`src/rtl/dtree_feature_link.sv`:
```
// Serial-in / parallel-out link between a sensor bitstream and a combinational printed
// decision tree: assembles a feature, waits out the tree's settle time, returns the class.
// Optional build macro DTREE_LINK_PARITY_EN adds a trailing even-parity bit to every frame.
//
// Handshake: res_valid/res_class are held stable from assertion until a cycle with
// res_valid & res_ready; res_valid drops on the following edge. res_ready is a don't-care
// while res_valid is low.

module dtree_feature_link #(
  parameter int FEAT_W        = 8,
  parameter int CLASS_W       = 4,
  parameter int PREC_BITS     = 8,
  parameter int MSB_FIRST     = 1,
  parameter int SETTLE_CYCLES = 2
) (
  input  logic               clk,
  input  logic               rst_n,
  input  logic               frame_start,
  input  logic               sdi,
  input  logic               sdi_valid,
  output logic [FEAT_W-1:0]  feat_out,
  input  logic [CLASS_W-1:0] class_in,
  output logic               res_valid,
  input  logic               res_ready,
  output logic [CLASS_W-1:0] res_class,
  output logic               busy,
  output logic               frame_err,
  output logic [1:0]         state_dbg
);

  typedef enum logic [1:0] {
    IDLE   = 2'd0,
    SHIFT  = 2'd1,
    SETTLE = 2'd2,
    HOLD   = 2'd3
  } state_t;

`ifdef DTREE_LINK_PARITY_EN
  localparam int NBITS = FEAT_W + 1;
`else
  localparam int NBITS = FEAT_W;
`endif
  localparam int CNT_W = $clog2(NBITS + 1);
  localparam logic [CNT_W-1:0] LAST_BIT = CNT_W'(NBITS - 1);
  localparam logic [3:0] SETTLE_LAST = 4'(SETTLE_CYCLES);
  // Keeps the PREC_BITS MSBs; the truncated LSBs reach the tree as zeros.
  localparam logic [FEAT_W-1:0] PREC_MASK =
    FEAT_W'(~((32'd1 << (FEAT_W - PREC_BITS)) - 32'd1));

  state_t             state, state_nxt;
  logic [CNT_W-1:0]   bit_cnt, bit_cnt_nxt;
  logic [FEAT_W-1:0]  sreg, sreg_nxt, shifted;
  logic [3:0]         settle_cnt, settle_nxt;
  logic [FEAT_W-1:0]  feat_nxt;
  logic [CLASS_W-1:0] res_class_nxt;
  logic               res_valid_nxt;
  logic               err_nxt;

  assign shifted   = (MSB_FIRST != 0) ? {sreg[FEAT_W-2:0], sdi} : {sdi, sreg[FEAT_W-1:1]};
  assign state_dbg = state;

  always_comb begin
    state_nxt     = state;
    bit_cnt_nxt   = bit_cnt;
    sreg_nxt      = sreg;
    settle_nxt    = settle_cnt;
    feat_nxt      = feat_out;
    res_class_nxt = res_class;
    res_valid_nxt = res_valid;
    err_nxt       = 1'b0;
    case (state)
      IDLE: begin
        if (frame_start) begin
          state_nxt   = SHIFT;
          bit_cnt_nxt = '0;
          sreg_nxt    = '0;
        end
      end
      SHIFT: begin
        if (frame_start) begin
          // Restart wins over a coincident data bit, which is dropped.
          bit_cnt_nxt = '0;
          sreg_nxt    = '0;
          err_nxt     = 1'b1;
        end else if (sdi_valid) begin
          if (bit_cnt == LAST_BIT) begin
            bit_cnt_nxt = '0;
`ifdef DTREE_LINK_PARITY_EN
            if ((^sreg ^ sdi) == 1'b0) begin
              feat_nxt   = sreg & PREC_MASK;
              state_nxt  = SETTLE;
              settle_nxt = 4'd1;
            end else begin
              err_nxt   = 1'b1;
              state_nxt = IDLE;
            end
`else
            feat_nxt   = shifted & PREC_MASK;
            state_nxt  = SETTLE;
            settle_nxt = 4'd1;
`endif
          end else begin
            sreg_nxt    = shifted;
            bit_cnt_nxt = bit_cnt + 1'b1;
          end
        end
      end
      SETTLE: begin
        if (frame_start) err_nxt = 1'b1;
        if (settle_cnt == SETTLE_LAST) begin
          res_class_nxt = class_in;
          res_valid_nxt = 1'b1;
          state_nxt     = HOLD;
        end else begin
          settle_nxt = settle_cnt + 4'd1;
        end
      end
      HOLD: begin
        if (res_ready) begin
          res_valid_nxt = 1'b0;
          if (frame_start) begin
            state_nxt   = SHIFT;
            bit_cnt_nxt = '0;
            sreg_nxt    = '0;
          end else begin
            state_nxt = IDLE;
          end
        end else if (frame_start) begin
          err_nxt = 1'b1;
        end
      end
      default: state_nxt = IDLE;
    endcase
  end

  always_ff @(posedge clk) begin
    if (!rst_n) begin
      state      <= IDLE;
      bit_cnt    <= '0;
      sreg       <= '0;
      settle_cnt <= '0;
      feat_out   <= '0;
      res_class  <= '0;
      res_valid  <= 1'b0;
      frame_err  <= 1'b0;
      busy       <= 1'b0;
    end else begin
      state      <= state_nxt;
      bit_cnt    <= bit_cnt_nxt;
      sreg       <= sreg_nxt;
      settle_cnt <= settle_nxt;
      feat_out   <= feat_nxt;
      res_class  <= res_class_nxt;
      res_valid  <= res_valid_nxt;
      frame_err  <= err_nxt;
      busy       <= (state_nxt != IDLE);
    end
  end

endmodule

```
`config.mk`:
```
export PLATFORM = sky130hd
export DESIGN_NAME = dtree_feature_link
export DESIGN_NICKNAME = d
export VERILOG_FILES = /design/src/rtl/dtree_feature_link.sv
export SDC_FILE = /design/constraint.sdc
export NUM_CORES = 1
export LEC_CHECK = 0
export CORE_AREA = 2 2 65 52
export DETAILED_ROUTE_END_ITERATION = 16
export DIE_AREA = 0 0 67 54
export DONT_BUFFER_PORTS = 1
export GPL_TIMING_DRIVEN = 0
export HOLD_SLACK_MARGIN = 0.02
export PLACE_DENSITY_LB_ADDON = 0.2
export SYNTH_ARGS = -nofsm -noshare
export SYNTH_HDL_FRONTEND = slang
export SYNTH_SLANG_ARGS = --single-unit
```
`constraint.sdc`:
```
create_clock -name clk -period 2.2 [get_ports clk]
set_input_delay 0.44 -clock clk [delete_from_list [all_inputs] [get_ports clk]]
set_output_delay 0.44 -clock clk [all_outputs]
set_load 0.1 [all_outputs]
```
; ---- Word level (Yosys, flattened, before mapping)
; Cells that the tools add are included.
[classes]
add_sub_neg = 2
bitwise = 1
mux = 31
reduce_logical = 12
n_eq_ne = 13
[ops]
columns = op, count
row1 = two-way mux 8 bit, 5
row2 = two-way mux 4 bit, 9
row3 = case mux 8 bit (3 select lines), 1
row4 = two-way mux 2 bit, 6
row5 = "!= test 2 bit, second input constant", 6
row6 = case mux 4 bit (3 select lines), 1
row7 = "adder 4 x 1 -> 4 bit, second input constant", 2
row8 = case mux 2 bit (4 select lines), 1
row9 = case mux 4 bit (2 select lines), 1
row10 = AND reduction 4 bit, 2
row11 = "!= test 3 bit, second input constant", 2
row12 = AND reduction 3 bit, 2
row13 = nonzero test 2 bit, 3
row14 = two-way mux 1 bit, 5
row15 = AND reduction 5 bit, 1
row16 = "equality test 2 bit, second input constant", 2
row17 = "equality test 4 x 2 -> 1 bit, second input constant", 1
row18 = "equality test 4 x 3 -> 1 bit, second input constant", 1
row19 = case mux 1 bit (2 select lines), 2
row20 = nonzero test 3 bit, 1
row21 = "equality test 2 x 1 -> 1 bit, second input constant", 1
row22 = zero test 2 bit, 1
row23 = AND reduction 2 bit, 1
row24 = OR reduction 2 bit, 1
row25 = inverter 1 bit, 1
[word_totals]
output_inout_bits = 17
regBits = 33
input_bits = 10

; ---- Longest topological paths before layout
[logic_depth]
word_depth = 6
mapped_depth = 7

; ---- Worst setup path before layout
; Ideal clock, no wire load.
[synth_path]
kind = register -> register
from = register state[0] (netlist: state_dbg[0])
to = register busy
stages_incl_launch_ff = 8
required_time_ns = 2.061
setup_slack_ns = -0.209
n_path_buf = 1
synth_period_minus_slack_ns = 2.409
t_arrival_ns = 2.271
setup_ns = 0.139
path_cell_list = dfxtp_1 > inv_1 > ha_1 > nand4bb_1 > clkbuf_1 > o22ai_1 > o21ai_0 > o22ai_1
[synth_between]
elab_chain_cells = 5
[synth_rtl]
columns = item, line
row1 = start: declaration, 50  ; state_t state, state_nxt;
row2 = start signal: assignment, 148  ; state <= state_nxt;
row3 = two-way mux 2 bit, 86  ; if (bit_cnt == LAST_BIT) begin
row4 = two-way mux 2 bit, 85  ; end else if (sdi_valid) begin
row5 = two-way mux 2 bit, 80  ; if (frame_start) begin
row6 = case mux 2 bit (4 select lines) (*), 71  ; case (state)
row7 = nonzero test 2 bit (*), 156  ; busy <= (state_nxt != IDLE);
row8 = end signal: assignment, 156
row9 = end: declaration, 26  ; output logic busy,
; Mark *: on every way between the ends. The rest lies on a longest branch, timed or not.
; A chain may end at the register's enable or synchronous reset.

; ---- Worst setup path in the final report
; Ends and elaborated chain as after synthesis.

==> flow_summary.toml <==
[outcome]
status = "complete, no violations"

[synth]
yosysMostFrequentCell = "dfxtp_1"
yosysWarnings = 0
synth_common_cells = "dfxtp_1, nor2b_1, mux2i_1"
yosysTopAreaCell = "dfxtp_1"
yosysSeqAreaShare = 0.410
syn_nets = 183
avgSynthCellArea_um2 = 9.41
ys.flop_type = "dfxtp_1"
async_flop_share = 0
yosys-top-cells-area = "dfxtp_1, mux2i_1, nor2b_1"
synth_top_cell_area_share = 0.410
synth_edf_count = 0
syn-cell-area_um2 = 1560
ys_ff_latch = 32
ys_types = 37
netlist_instances = 166

[detailed_routing]
drt-wirelength-per-cell_um = 14.6
num_vias = 1204
viasPerCell = 5.65
drt_wl_total_mm = 3.11
drt-initial-drc-count = 42
dr.pass1.iters = 4
drc = 0
antenna_left = 0

[global_routing]
overflow = 0
grt_max_degree = 11
grt_usage = 0.195
grt_pass1_vias = 1173
antenna_found_initial = 0
grt_pass1_wl_mm = 5.23

[layout]
finalNonFillerCells = 213
fillers = 292
antenna_cells = 0
regArea_um2 = 648
multi_input_area_um2 = 865
stdcell_area_um2 = 1720
syn2layout_area_growth_pct = 9.94
nNetsFinal = 190
drive_above_1_share = 0.0925

[timing]
min_period_ns = 2.03
hold_viol = 0
skew_ns = 0.00395
final_max_slew_viol_count = 0
setup_slack_ns = 0.173
slew_headroom = 0.343
rsz0062_at_grt = "no"
tightest_slew_ns = 0.984
setup_viol = 0
post-route-period-util = 0.921
clock.fmax_mhz = 493

[placed_design]
gp_congestion = 0.860
dp.cells = 206
port_buffers = 0
dp_hpwl_mm = 2.31
place_area_um2 = 1610
dp_slack_ns = -0.119

[clock_network]
cts_buffers = 5
cts.repair.resized = 2
cts_tree = "built"
path_clk_slew_ns = 0.06
cts_hold_buf = 0
cts_sinks = 32
cts_buffer_depth = 2
cts_max_level = 2
clock_latency_ns = 0.28
post_cts.repair.setup_buffers = 0
cts_root_buffer = "clkbuf_8"

[critical_path]
cp_slowest_stage_delay_ns = 0.56
slowest_stage = "dfxtp_4"
r2r_cells = 5
reg2reg_from = "state_dbg[0]"
worstPathCellList = "inv_1 > ha_1 > clkbuf_1 > a2111oi_0 > o22ai_1"
cp_max_fo = 10
arrival_ns = 2.17
r2r_end = "busy"
crit_buf_inv = 2
crit_required_ns = 2.34
crit_family = "compound AO/OA/AOI/OAI gates"
crit_type = "register to register"
r2r_setup_slack_ns = 0.17
cp-end-kind = "register"
worst_setup_path_start_kind = "register"

[flow_run]
maxCapViolCount = 0

[worst_hold_path]
holdCritStartpoint = "frame_start"
worstHoldEndpoint = "frame_err"
hold_path.class = "input port to register"
holdPathStages = 2

[power_and_ir_drop]
power.total_uw = 1190
p_leak_uw = 0.000721
ir_drop_mv = 0.448
powerDensity_nw_per_um2 = 694

[die]
rows = 18
ioPinCount = 27
start_util = 0.510
dieHeight_um = 54
die-area_um2 = 3620
coreArea_um2 = 3060
fp.dieW_um = 67
-- metrics by stage --
step / utilization / setup TNS (ns) / hold slack [ns]
3_3_place_gp: 0.527 / -0.0675 / 0.456
3_5_place_dp: 0.527 / -0.175 / 0.461
5_1_grt: 0.560 / 0 / 0.308
4_1_cts: 0.560 / 0 / 0.282
6_report: 0.560 / 0 / 0.291
2_1_floorplan: - / 0 / 0.443
-- logic make-up (layout without fill, tap and decap cells) --
logic type | count (synthesis) | after routing | synth area share
compound gates | 32 | 32 | 0.152
fa+ha+maj | 7 | 7 | 0.0561
buf+inv | 13 | 20 | 0.0361
flops | 32 | 32 | 0.410
mux | 13 | 13 | 0.0833
simple gates | 69 | 69 | 0.262
-- metal layers --
| layer | track usage | share of wire | vias to the layer above |
|---|---|---|---|
| met1 | 0.241 | 0.45 | 562 |
| met4 | 0.0714 | 0.0096 | 0 |
| met5 | 0 | 0 | - |
| li1 | - | - | 594 |
| met3 | 0.0690 | 0.070 | 5 |
| met2 | 0.315 | 0.47 | 43 |
-- sequential cells by signal, summed over array words and instances, names as in the netlist --
register / count
busy: 1
feat_out: 8
state_dbg: 2
settle_cnt: 4
sreg: 7
bit_cnt: 4
res_valid: 1
res_class: 4
frame_err: 1
-- worst reg2reg max path, stage by stage, from the launching register on --
cell and delay, ns:
dfxtp_4 0.56, inv_1 0.11, ha_1 0.30, clkbuf_1 0.26, a2111oi_0 0.48, o22ai_1 0.18
-- layout make-up --
cell class | instances | share of cell area
Buffer | 8 | 0.0226
Clock buffer | 7 | 0.0561
Inverter | 5 | 0.0109
Multi-Input combinational cell | 121 | 0.504
Sequential cell | 32 | 0.378
Tap cell | 40 | 0.0292
-- layout by cell type, fill, tap and decap left out, types with 2 or more instances in the layout --
master	netlist	final
o21ai_0	5	5
and2b_1	3	3
nand3b_1	2	2
dfxtp_4	0	2
nor3_1	2	2
nand4b_1	2	2
a21oi_1	5	5
a21boi_0	3	3
o21a_1	5	5
inv_1	5	5
nor2b_1	16	16
o22ai_1	4	4
clkbuf_1	7	6
dfxtp_1	32	30
mux2i_1	13	13
clkbuf_8	0	7
nand3_1	7	7
a21boi_1	3	3
nand2b_1	6	6
nand2_1	12	12
and3_1	5	5
ha_1	7	7
nor2_1	6	6
-- worst max-delay path by stage --
stage                       from   end  slack, ns  cells after the start
global placement    state_dbg[0]  busy      -0.06                      7
global route        state_dbg[0]  busy       0.02                      7
floorplan           state_dbg[0]  busy       0.16                      7
detailed placement  state_dbg[0]  busy      -0.12                      7
CTS                 state_dbg[0]  busy       0.05                      7
finish              state_dbg[0]  busy       0.17                      5
-- where the power goes --
part	total (uW)	internal, uW	switching, uW
Clock	478	278	200
Sequential	625	586	38.4
Combinational	88.6	36.4	52.2
Total	1190	901	291
Power figures use the tool's default switching activity.
